**config.mk**
```make
export PLATFORM = sky130hd
export DESIGN_NAME = mod_fetch_sequencer
export DESIGN_NICKNAME = d
export VERILOG_FILES = /design/src/rtl/mod_fetch_sequencer_pkg.sv /design/src/rtl/mod_fetch_out_reg.sv /design/src/rtl/mod_fetch_sequencer.sv
export SDC_FILE = /design/constraint.sdc
export NUM_CORES = 1
export LEC_CHECK = 0
export CAP_MARGIN = 25
export CORE_UTILIZATION = 47
export CTS_CLUSTER_DIAMETER = 100
export DETAILED_ROUTE_END_ITERATION = 10
export PLACE_DENSITY = 0.93
export SETUP_SLACK_MARGIN = 0.15
export SKIP_LAST_GASP = 1
export SLEW_MARGIN = 20
export SYNTH_ARGS = -nofsm -noshare
export SYNTH_HDL_FRONTEND = slang
export SYNTH_HIERARCHICAL = 1
export SYNTH_SLANG_ARGS = --single-unit
```
**constraint.sdc**
```tcl
create_clock -name clk -period 2.55 [get_ports clk]
set_clock_uncertainty 0.15 [all_clocks]
set_input_delay 0.255 -clock clk [delete_from_list [all_inputs] [get_ports clk]]
set_output_delay 0.255 -clock clk [all_outputs]
set_load 0.05 [all_outputs]
```
**src/rtl/mod_fetch_sequencer_pkg.sv**
```systemverilog
// Shared definitions for the instruction fetch sequencer: FSM encodings and PC step.
package mod_fetch_sequencer_pkg;

  localparam int unsigned ADDR_WIDTH  = 32;
  localparam int unsigned WORD_WIDTH  = 32;
  localparam int unsigned ROM_AWIDTH  = 30;

  localparam logic [ADDR_WIDTH-1:0] PC_INCR    = 32'd4;
  localparam logic [ADDR_WIDTH-1:0] ALIGN_MASK = ~32'd3;

  typedef enum logic [1:0] {
    ST_IDLE  = 2'd0,
    ST_RUN   = 2'd1,
    ST_DRAIN = 2'd2,
    ST_HALT  = 2'd3
  } fetch_state_e;

  // Word-align a byte address.
  function automatic logic [ADDR_WIDTH-1:0] align_pc(input logic [ADDR_WIDTH-1:0] addr);
    return addr & ALIGN_MASK;
  endfunction

endpackage

```
**src/rtl/mod_fetch_out_reg.sv**
```systemverilog
// One-entry valid/ready holding register between fetch and decode.
module mod_fetch_out_reg
  import mod_fetch_sequencer_pkg::*;
(
  input  logic                  clk,
  input  logic                  rst_n,
  input  logic                  load,
  input  logic                  flush,
  input  logic [WORD_WIDTH-1:0] d_instr,
  input  logic [ADDR_WIDTH-1:0] d_pc,
  input  logic                  ready,
  output logic                  valid,
  output logic [WORD_WIDTH-1:0] instr,
  output logic [ADDR_WIDTH-1:0] pc
);

  // Flush beats load; an accepted entry empties unless refilled the same cycle.
  always_ff @(posedge clk or negedge rst_n) begin
    if (!rst_n) begin
      valid <= 1'b0;
      instr <= '0;
      pc    <= '0;
    end else if (flush) begin
      valid <= 1'b0;
    end else if (load) begin
      valid <= 1'b1;
      instr <= d_instr;
      pc    <= d_pc;
    end else if (ready) begin
      valid <= 1'b0;
    end
  end

endmodule

```
**src/rtl/mod_fetch_sequencer.sv**
```systemverilog
// Instruction ROM sequencer: owns the PC, fetches into a one-entry output register.
module mod_fetch_sequencer
  import mod_fetch_sequencer_pkg::*;
#(
  parameter logic [31:0]  RESET_PC  = 32'h0000_0000,
  parameter int unsigned  CNT_WIDTH = 16
) (
  input  logic                  clk,
  input  logic                  rst_n,
  input  logic                  start,
  output logic [29:0]           rom_address,
  input  logic [31:0]           rom_instruction,
  input  logic                  rom_mem_end,
  input  logic                  redirect_valid,
  input  logic [31:0]           redirect_target,
  output logic                  instr_valid,
  input  logic                  instr_ready,
  output logic [31:0]           instr_out,
  output logic [31:0]           instr_pc,
  output logic                  halted,
  output logic [CNT_WIDTH-1:0]  fetch_count
);

  localparam logic [ADDR_WIDTH-1:0] RESET_PC_ALIGNED = RESET_PC & ALIGN_MASK;

  fetch_state_e          state;
  logic [ADDR_WIDTH-1:0] pc;
  logic                  slot_free;
  logic                  load;
  logic                  flush;

  assign rom_address = pc[31:2];
  assign slot_free   = !instr_valid || instr_ready;
  assign flush       = redirect_valid && (state == ST_RUN || state == ST_DRAIN);
  assign load        = (state == ST_RUN) && !redirect_valid && slot_free && !rom_mem_end;

  // FSM, PC and saturating fetch counter.
  always_ff @(posedge clk or negedge rst_n) begin
    if (!rst_n) begin
      state       <= ST_IDLE;
      pc          <= RESET_PC_ALIGNED;
      halted      <= 1'b0;
      fetch_count <= '0;
    end else begin
      case (state)
        ST_IDLE, ST_HALT: begin
          if (start) begin
            state       <= ST_RUN;
            pc          <= RESET_PC_ALIGNED;
            fetch_count <= '0;
            halted      <= 1'b0;
          end
        end
        ST_RUN: begin
          if (redirect_valid) begin
            pc <= align_pc(redirect_target);
          end else if (slot_free) begin
            if (!rom_mem_end) begin
              pc <= pc + PC_INCR;
              if (fetch_count != '1) fetch_count <= fetch_count + CNT_WIDTH'(1);
            end else begin
              state  <= ST_HALT;
              halted <= 1'b1;
            end
          end else if (rom_mem_end) begin
            state <= ST_DRAIN;
          end
        end
        ST_DRAIN: begin
          if (redirect_valid) begin
            pc    <= align_pc(redirect_target);
            state <= ST_RUN;
          end else if (instr_ready) begin
            state  <= ST_HALT;
            halted <= 1'b1;
          end
        end
        default: state <= ST_IDLE;
      endcase
    end
  end

  mod_fetch_out_reg u_out_reg (
    .clk     (clk),
    .rst_n   (rst_n),
    .load    (load),
    .flush   (flush),
    .d_instr (rom_instruction),
    .d_pc    (pc),
    .ready   (instr_ready),
    .valid   (instr_valid),
    .instr   (instr_out),
    .pc      (instr_pc)
  );

endmodule

```
* Yosys cells after proc, flatten, opt, wreduce, memory -nomap -nowiden
Index checks and enable logic that the tools add are counted.
** Word-level totals
- Bits in registers :: 116
- Logic and storage cells :: 74
** Operators by class
- Add/sub/neg operators :: 2
- Equality and inequality tests :: 16
- Multiplexer cells :: 30
- Bitwise logic cells :: 1
- Reductions and logical operators :: 18
** Operator list (number)
- $mux 32 :: 5
- $pmux 32 s3 :: 1
- $mux 16 :: 5
- $add 32x3->32 const B :: 1
- $pmux 16 s2 :: 1
- $add 16x1->16 const B :: 1
- $ne 16x16->1 const B :: 1
- $ne 2x2->1 const B :: 8
- $mux 2 :: 7
- $reduce_and 6->1 :: 2
- $mux 1 :: 9
- $ne 3x3->1 const B :: 3
- $reduce_and 4->1 :: 2
- $pmux 2 s3 :: 1
- $eq 2x2->1 const B :: 2
- $logic_and 1x1->1 :: 4
- $logic_not 1->1 :: 3
- $pmux 1 s3 :: 1
- $reduce_bool 3->1 :: 1
- $eq 2x1->1 const B :: 1
- $logic_not 2->1 :: 1
- $logic_or 1x1->1 :: 2
- $ne 2x1->1 const B :: 1
- $reduce_and 2->1 :: 1
- 3 further kinds :: 3

* Depth between registers and ports, before layout
Gate-level depths: netlist of the first run.
- Depth in word-level cells :: 6
- Depth in mapped cells :: 9

* By module
Netlist of the first run, hierarchy kept.
** By module, submodules not included
- mod_fetch_sequencer :: instances 1, cells an instance 372, area each 3086.7 um^2
- mod_fetch_out_reg :: instances 1, cells an instance 140, area each 2741.4 um^2

* Worst setup path before layout of the first run
OpenSTA, ideal clock, no wires.
- Path type :: register -> register
- From :: reg fetch_count[0]
- To :: reg fetch_count[8]
- Library setup time :: 0.136 ns
- Data arrival time :: 2.244 ns
- Required time :: 2.264 ns
- Slack :: 0.019 ns
- Stages on the path, launching flop included :: 9
- Path buffers :: 2
- Cell sequence :: dfrtp_1 -> ha_1 -> nand2_1 -> or4_1 -> clkbuf_1 -> o21ai_2 -> buf_2 -> or3_1 -> a21oi_1
** Between the ends
- Longest elaborated chain between the ends :: 6
- Elaborated cells on any way between the ends :: 9
- Classes of those cells :: add/sub (1); eq/ne (2); mux (5); reduce/logical (1)
** Ends and longest elaborated chain
- start, declared :: line mod_fetch_sequencer.sv:21 : output logic [CNT_WIDTH-1:0] fetch_count
- start signal, assigned :: line mod_fetch_sequencer.sv:60 : if (fetch_count != '1) fetch_count <= fetch_count + CNT_WIDTH'(1);
- $add 16x1->16 :: line mod_fetch_sequencer.sv:60
- $mux 16 :: line mod_fetch_sequencer.sv:60
- $mux 16 :: line mod_fetch_sequencer.sv:58 : if (!rom_mem_end) begin
- $mux 16 :: line mod_fetch_sequencer.sv:57 : end else if (slot_free) begin
- $mux 16 :: line mod_fetch_sequencer.sv:55 : if (redirect_valid) begin
- $pmux 16 s2 :: line mod_fetch_sequencer.sv:45 : case (state)
Several ways; a longest one is shown, not always the timed one. The select of a mux whose other input is x is not followed.
A chain may end at the register's enable or synchronous reset.

==> results of run 1 <==
-- synthesized netlist by cell type (all sizes together) (2+ instances only) --
cell	count
dfrtp	114
mux2	64
nand2	41
o21ai	41
nor2	27
nand3	26
clkbuf	21
a21oi	19
nand4	15
a22oi	9
buf	9
o311ai	9
and2	8
or3	8
a31oi	7
xor2	7
and3	6
and4	6
inv	6
nor2b	6
nor4	6
nand2b	5
nor3	5
o211ai	5
or4	5
ha	4
o31ai	4
nor3b	3
or2	3
a211oi	2
a21o	2
a22o	2
a32oi	2
a41oi	2
o2111ai	2
-- layout make-up --
type / count / area, um2 / share of cell area, %
Clock buffer: 23 / 467.9 / 5.410
Inverter: 6 / 22.52 / 0.2604
Sequential cell: 114 / 2855 / 33.01
Clock inverter: 9 / 106.4 / 1.230
Multi-Input combinational cell: 363 / 2803 / 32.40
Timing Repair Buffer: 219 / 2185 / 25.26
Tap cell: 168 / 210.2 / 2.430
-- flip-flops by register name, summed over array words and instances (netlist names) --
| name | cells |
|---|---|
| fetch_count | 16 |
| state | 2 |
| u_out_reg/instr | 32 |
| u_out_reg/valid | 1 |
| halted | 1 |
| u_out_reg/pc | 32 |
| pc | 30 |
-- critical path: stages (launching register included) --
cell and delay [ps]:
dfrtp_1 420, inv_2 90, ha_4 160, buf_4 150, nor3b_2 220, nand3_1 160, buf_12 190, or4_1 530
nand3_1 130
-- kinds of logic after synthesis --
kind of cell,after synthesis
AO/OA/AOI/OAI,110
XOR/XNOR,8
adder cells (fa/ha/maj),4
buffers and inverters,36
flip-flops,114
multiplexers,64
other,1
AND/OR/NAND/NOR,175
-- per-layer routing --
metal / routed length, um / share of wire, %
met1: 7012 / 38
met2: 9293 / 50
met3: 1722 / 9.3
met4: 553 / 3.0
met5: 0 / 0
-- cells in the final DEF, fill, tap and decap left out, types with 5 or more instances in the layout --
cell / Yosys / routed
clkdlybuf4s50_1: 0 / 178
dfrtp_1: 114 / 112
mux2_4: 60 / 60
nand2_1: 41 / 41
buf_4: 0 / 33
nor2_1: 27 / 27
o21ai_0: 29 / 27
nand3_1: 26 / 26
a21oi_1: 19 / 18
clkbuf_16: 0 / 18
nand4_1: 15 / 15
o21ai_1: 11 / 13
a22oi_1: 9 / 9
and2_1: 8 / 8
or3_1: 8 / 8
xor2_1: 7 / 7
a31oi_1: 7 / 7
and4_1: 6 / 6
and3_1: 6 / 6
nor4_1: 6 / 6
buf_12: 7 / 6
o211ai_1: 5 / 5
-- power groups by stage --
stage | registers (mW) | clock network (mW) | logic, mW
3_3_place_gp | 3.06 | 0 | 6.21
4_1_cts | 3.14 | 2.34 | 6.46
3_5_place_dp | 3.15 | 0 | 6.36
2_1_floorplan | 5.35 | 0 | 1.89
6_report | 3.17 | 2.32 | 6.60
5_1_grt | 3.25 | 2.44 | 6.88
-- what timing repair did --
item	in CTS	in global routing
hold buffers	1	0
cloned	0	1
hold endpoints to repair	50	0
gates resized for setup	4	15
endpoints found under the setup margin	4	55
pin swaps	1	5
setup buffers	1	4
-- path summary, 6_finish.rpt --
path,to,slack (ps),depth (start not counted)
hold reg to reg,halted$_DFFE_PN0P_,350,2
setup / recovery,pc[13]$_DFFE_PN0P_,270,8
min in group asynchronous,u_out_reg/pc[9]$_DFFE_PN0P_,280,2
hold / removal,pc[19]$_DFFE_PN0P_,270,3
setup reg to reg,pc[13]$_DFFE_PN0P_,270,8
max in group asynchronous,u_out_reg/pc[17]$_DFFE_PN0P_,1310,3
==> flow_summary.ini, run 1 <==
[finish]
final_area_mm2 = 0.008650
stdcell_count = 902
syn2layout_area_growth_pct = 48.41
drive_above_1_share_pct = 20.98
final_util_pct = 71.71
n_antenna_cell = 0
fin_nets = 795
fillerInstances = 770

[drt]
vias = 5366
drc_errors = 0
wirelength_mm = 18.58
avgViaCountPerCell = 5.949
ant_nets = 0
routedWlPerCell_um = 20.60
drtIter0Drc = 449
firstDrtPassIters = 7

[pwr]
power_mw = 12.09
swShare_pct = 45.73
power_density_mw_per_mm2 = 1398
pwr-share-comb_pct = 54.6
leakage_nw = 3.638
vdd_drop_max_v = 0.0007016
p_sw_mw = 5.531
pwr-share-clk_pct = 19.2
seq_power_share_pct = 26.2
p_int_mw = 6.564

[logic_synthesis]
synthCells = 512
async_flop_share_pct = 100.0
synthAdderAreaFrac_pct = 0.8587
syn_area_per_cell_um2 = 11.38
yosysUniqueCellTypes = 53
synth.ff_latch_count = 114
ys.warnings.count = 6
synth.area.top_cells = dfrtp_1 (49%), mux2_4 (15%), nand2_1 (2.6%)
yosysTopAreaCell = dfrtp_1
synth-simple-area-share_pct = 15.99
synth_xor_area_share_pct = 1.202
synth_top_family_by_area = multiplexers
synth.mux.area_fraction_pct = 16.23
synth_enable_flop_cells = 0
yosys.area.top_type_share_pct = 48.95
synth_compound_area_share_pct = 12.28
seq_area_frac_synth_pct = 48.95
syn_area_mm2 = 0.005828
ys.flop_type = dfrtp_1

[setup_path]
startpoint = state[1]$_DFFE_PN0P_
critPathRequiredTime_ps = 2750
critical_path.startpoint_type = flop
path_class = reg -> reg
crit_fanout = 24
r2r_start = state[1]$_DFFE_PN0P_
end_kind = flop
cp.arrival_ps = 2480

[floorplanning]
fp.dieH_um = 113.4
start_util_pct = 48.32
dieArea_mm2 = 0.01285
core-area_mm2 = 0.01206
rows = 40
io_pins = 182
die_w_um = 113.4

[global_route]
grt-ovfl-total = 0
grt_pass1_vias = 5316
antenna_found_initial = 0
grt_max_degree = 53
use_met3_pct = 8.034
met1_usage_pct = 35.13
grt_first_pass_wirelength_mm = 28.88
use_met2_pct = 49.57
grt.busiest_layer = met2
grtUsageTotal_pct = 29.40

[sta]
relSlewSlack_pct = 52.51
period_share_pct = 89.33
rsz0062_at_grt = false
fmax_mhz = 439.0
layout_setup_ws_ps = 272.1
tightestPinTransition_ps = 712.4
finalSetupViolations = 0
hold_viol = 0
slew_viol_final = 0
tns_ps = 0
timing.hold.ws_ps = 267.9
fin_crit_ps = 2278

[placed_design]
post-place-cells = 863
gp_congestion = 0.8781
dp_slack_ps = 112.6
placed_area_mm2 = 0.007926
dp_hpwl_mm = 12.29
port_buffers = 179

[clock_tree]
insertion_delay_ps = 420
clockBufferDepth = 2
clock_sinks = 114
numCtsBuffers = 17
clk_pin_slew_worst_paths_ps = 60
htree_levels = 4
cts_tree = built
cts-root-buf = clkbuf_16

[hold_path]
min-delay-start = redirect_target[19]
min_path_type = in -> reg

[outcome]
status = finished, final reports clean

[flow_run]
drv_cap = 0
Note: power is estimated with default switching activity, not from simulation.
==> run 2, diff against run 1 <==
CORE_UTILIZATION = 35   (was 47)
PLACE_DENSITY = 0.75   (was 0.93)
==> flow_summary.ini, run 2 (synthesis results as in run 1) <==
[outcome]
status = finished, final reports clean

[floorplanning]
dieArea_mm2 = 0.01717
start_util_pct = 36.29
core-area_mm2 = 0.01606
die_w_um = 131.0
rows = 46
io_pins = 182
fp.dieH_um = 131.0

[setup_path]
path_class = reg -> reg
r2r_slack_ps = 230
reg2reg_depth = 9
critPathRequiredTime_ps = 2750
crit_fanout = 5
r2r_start = state[0]$_DFFE_PN0P_
worstReg2RegEnd = fetch_count[9]$_DFFE_PN0P_
end_kind = flop
cp.arrival_ps = 2520
critical_path.startpoint_type = flop

[flow_run]
drv_cap = 0

[drt]
wirelength_mm = 16.23
routedWlPerCell_um = 17.07
avgViaCountPerCell = 5.245
firstDrtPassIters = 4
drtIter0Drc = 279
drc_errors = 0
vias = 4988
ant_nets = 0

[global_route]
antenna_found_initial = 0
grtUsageTotal_pct = 19.28
grt_first_pass_wirelength_mm = 24.86
grt-ovfl-total = 0
grt_pass1_vias = 4837
grt_max_degree = 48

[pwr]
power_density_mw_per_mm2 = 1361
vdd_drop_max_v = 0.0006007
leakage_nw = 3.609

[placed_design]
gp_congestion = 0.8259
placed_area_mm2 = 0.008004
port_buffers = 179
dp_hpwl_mm = 11.53

[sta]
slew_viol_final = 0
relSlewSlack_pct = 64.47
finalSetupViolations = 0
hold_viol = 0
tightestPinTransition_ps = 531.3
period_share_pct = 91.02
fin_crit_ps = 2321
rsz0062_at_grt = true
tns_ps = 0
fmax_mhz = 430.9

[finish]
mostFrequentLayoutCell = clkdlybuf4s50_1
drive_above_1_share_pct = 20.54
fin_nets = 796
syn2layout_area_growth_pct = 48.00
fillerInstances = 1388
final_area_mm2 = 0.008626
n_antenna_cell = 0
reg_top3 = u_out_reg/instr: 32 flops, u_out_reg/pc: 32 flops, pc: 30 flops
final_cell_mix = clkdlybuf4s50_1 (178), dfrtp_1 (112), mux2_4 (60)

[hold_path]
min_path_type = in -> async

[clock_tree]
insertion_delay_ps = 410
clk_pin_slew_worst_paths_ps = 60
cts-root-buf = clkbuf_16
htree_levels = 4
cts_tree = built
clock_sinks = 114
numCtsBuffers = 17
clockBufferDepth = 2
run 2: cell count changes in the layout (fill, tap and decap cells not counted), moves of 2 or more:
cell / previous run / this run
o21ai_0: 27 / 29
clkinv_4: 1 / 4
nand2b_1: 3 / 5
clkbuf_1: 4 / 2
buf_4: 33 / 36
clkbuf_8: 2 / 0
o21ai_1: 13 / 11
run 2: power by group:
part | switching, mW | internal (mW)
registers | 0.569 | 2.50
logic | 3.91 | 2.57
clock network | 0.855 | 1.33
total | 5.34 | 6.41
run 2: what timing repair did:
action,CTS,global route
setup endpoints to repair,0,17
gates resized for setup,0,9
buffers inserted,0,3
hold buffers,1,0
endpoints found under the hold margin,85,0
run 2: stage by stage:
step	util (%)	power [mW]	worst slack, ps	hold WS [ps]	instances
floorplan	-	7.246	158.5	-190.6	513
global placement	49.84	9.420	162.3	44.01	915
detailed placement	49.84	9.511	150.8	36.70	915
CTS	53.32	11.77	154.7	138.6	948
global route	53.72	12.33	145.1	154.2	951
finish	53.72	11.74	229.1	144.6	951
run 2: worst max path at each step:
stage                                    start                    endpoint  slack [ps]  cells after the start
after global placement          redirect_valid  fetch_count[9]$_DFFE_PN0P_         160                      6
after global routing      state[1]$_DFFE_PN0P_          pc[12]$_DFFE_PN0P_         150                      8
after floorplan             pc[14]$_DFFE_PN0P_          pc[28]$_DFFE_PN0P_         160                      7
after detailed placement        redirect_valid  fetch_count[7]$_DFFE_PN0P_         150                      6
final                     state[0]$_DFFE_PN0P_  fetch_count[9]$_DFFE_PN0P_         230                      9
after CTS                 state[1]$_DFFE_PN0P_          pc[12]$_DFFE_PN0P_         150                      8
run 2: layer usage:
layer / routed length (um) / global-route usage [%]
met1: 6986 / 23.77
met2: 7925 / 32.40
met3: 1159 / 5.822
met4: 161 / 5.747
met5: 0 / 0
run 2: final cells by class:
class                   count  area (um2)  area share (%)
clock inverters            13       115.1           1.334
inverters                   6       22.52          0.2611
repair buffers            220        2162           25.07
clock buffers              19       432.9           5.019
multi-input cells         363        2768           32.09
flip-flops and latches    114        2855           33.10
well taps                 216       270.3           3.133
run 2: critical path, stage by stage, from the launching register on:
cell and delay, ps:
dfrtp_1 400, inv_2 80, ha_4 220, nor2b_2 180
o41ai_4 340, buf_4 200, o211ai_1 90, buf_4 160
or3_1 300, a21oi_1 140
==> run 3, diff against run 2 <==
CORE_UTILIZATION = 47   (was 35)
PLACE_DENSITY = 0.93   (was 0.75)
REMOVE_ABC_BUFFERS = 1   (was not set)
==> flow_summary.ini, run 3 (synthesis results as in run 1) <==
[outcome]
status = finished, final reports clean

[floorplanning]
dieArea_mm2 = 0.01285
io_pins = 182
rows = 40
start_util_pct = 48.32
core-area_mm2 = 0.01206
fp.dieH_um = 113.4
die_w_um = 113.4

[setup_path]
startpoint = fetch_count[0]$_DFFE_PN0P_
critPathRequiredTime_ps = 2690
crit_fanout = 7
r2r_start = fetch_count[0]$_DFFE_PN0P_
cp.arrival_ps = 2470
end_kind = flop
path_class = reg -> reg
critical_path.startpoint_type = flop

[pwr]
power_density_mw_per_mm2 = 1364
power_mw = 11.64
vdd_drop_max_v = 0.0008562
leakage_nw = 3.572

[global_route]
grt_max_degree = 56
grt_first_pass_wirelength_mm = 25.14
grtUsageTotal_pct = 25.45
antenna_found_initial = 0
grt-ovfl-total = 0
grt_pass1_vias = 4845

[clock_tree]
insertion_delay_ps = 410
cts_tree = built
cts-root-buf = clkbuf_16
htree_levels = 4
clock_sinks = 114
numCtsBuffers = 17
clk_pin_slew_worst_paths_ps = 50
clockBufferDepth = 2

[drt]
avgViaCountPerCell = 5.733
wirelength_mm = 16.42
ant_nets = 0
drc_errors = 0
drtIter0Drc = 540
vias = 5102
firstDrtPassIters = 7
routedWlPerCell_um = 18.45

[finish]
seq_area_mm2 = 0.002855
mostFrequentLayoutCell = clkdlybuf4s50_1
final_cell_mix = clkdlybuf4s50_1 (178), dfrtp_1 (112), mux2_4 (60)
multi_input_area_mm2 = 0.002820
stdcell_count = 890
final_util_pct = 70.75
reg_top3 = u_out_reg/instr: 32 flops, u_out_reg/pc: 32 flops, pc: 30 flops
syn2layout_area_growth_pct = 46.41
final_area_mm2 = 0.008533
fillerInstances = 834
drive_above_1_share_pct = 19.81
fin_nets = 784
n_antenna_cell = 0

[sta]
hold_viol = 0
rsz0062_at_grt = false
tns_ps = 0
slew_viol_final = 0
finalSetupViolations = 0
fmax_mhz = 429.9
fin_crit_ps = 2326
tightestPinTransition_ps = 560.5
period_share_pct = 91.22
relSlewSlack_pct = 62.52

[placed_design]
port_buffers = 179
placed_area_mm2 = 0.007823
dp_hpwl_mm = 11.12
post-place-cells = 852
gp_congestion = 0.8657

[flow_run]
drv_cap = 0

[hold_path]
min_path_type = in -> async
## run 3: cell count changes in the layout (fill, tap and decap cells not counted), moves of 2 or more
| cell | before | now |
|---|---|---|
| ha_1 | 3 | 1 |
| clkinv_4 | 4 | 0 |
| clkinvlp_4 | 4 | 0 |
| buf_4 | 36 | 23 |
| clkbuf_8 | 0 | 6 |
## run 3: metrics by stage
| step | setup slack, ps | hold WS, ps |
|---|---|---|
| floorplan | -1024 | -190.6 |
| global placement | 181.0 | 114.4 |
| detailed placement | 88.47 | 123.2 |
| CTS | 136.5 | 223.8 |
| global route | 138.1 | 251.6 |
| finish | 224.0 | 214.5 |
## run 3: what timing repair did
| item | CTS | global route |
|---|---|---|
| endpoints found under the hold margin | 37 | 0 |
| cloned | 0 | 1 |
| gates resized for setup | 1 | 20 |
| hold buffers | 1 | 0 |
| endpoints found under the setup margin | 4 | 87 |
| buffers inserted | 0 | 5 |
| pin swaps | 0 | 5 |
## run 3: layout make-up
type                            instances  share of cell area (%)
Multi-Input combinational cell        363                   33.05
Timing Repair Buffer                  208                   24.38
Sequential cell                       114                   33.46
Tap cell                              168                   2.463
Clock buffer                           26                   6.085
Clock inverter                          5                  0.2933
Inverter                                6                  0.2639
## run 3: layer usage
layer | share of wire [%] | up-vias | global-route usage, %
li1 | - | 2297 | -
met3 | 7.3 | 22 | 7.659
met5 | 0 | - | 0
met2 | 50 | 274 | 42.21
met4 | 1.3 | 0 | 9.211
met1 | 42 | 2509 | 31.47
## run 3: path summary, 6_finish.rpt
path,to,slack [ps],cells after the start
setup / recovery,fetch_count[3]$_DFFE_PN0P_,220,7
hold / removal,state[0]$_DFFE_PN0P_,210,2
setup reg to reg,fetch_count[3]$_DFFE_PN0P_,220,7
hold reg to reg,u_out_reg/pc[1]$_DFFE_PN0P_,350,1
max in group asynchronous,u_out_reg/pc[1]$_DFFE_PN0P_,1320,3
min in group clk,pc[25]$_DFFE_PN0P_,270,3
## run 3: power by group
| group | switching (mW) | internal (mW) | total [mW] | leakage [nW] |
|---|---|---|---|---|
| Sequential | 0.645 | 2.50 | 3.15 | 1.47 |
| Clock | 0.770 | 1.38 | 2.15 | 0.276 |
| Combinational | 3.86 | 2.48 | 6.34 | 1.83 |
| Total | 5.27 | 6.36 | 11.6 | 3.57 |
## run 3: critical path, cell delays in order (launching register included)
cell and delay (ps):
dfrtp_2 420, ha_4 170, nand2_1 90, or4_4 630, o211ai_1 370, buf_4 180
xor2_1 130, nor2_1 50
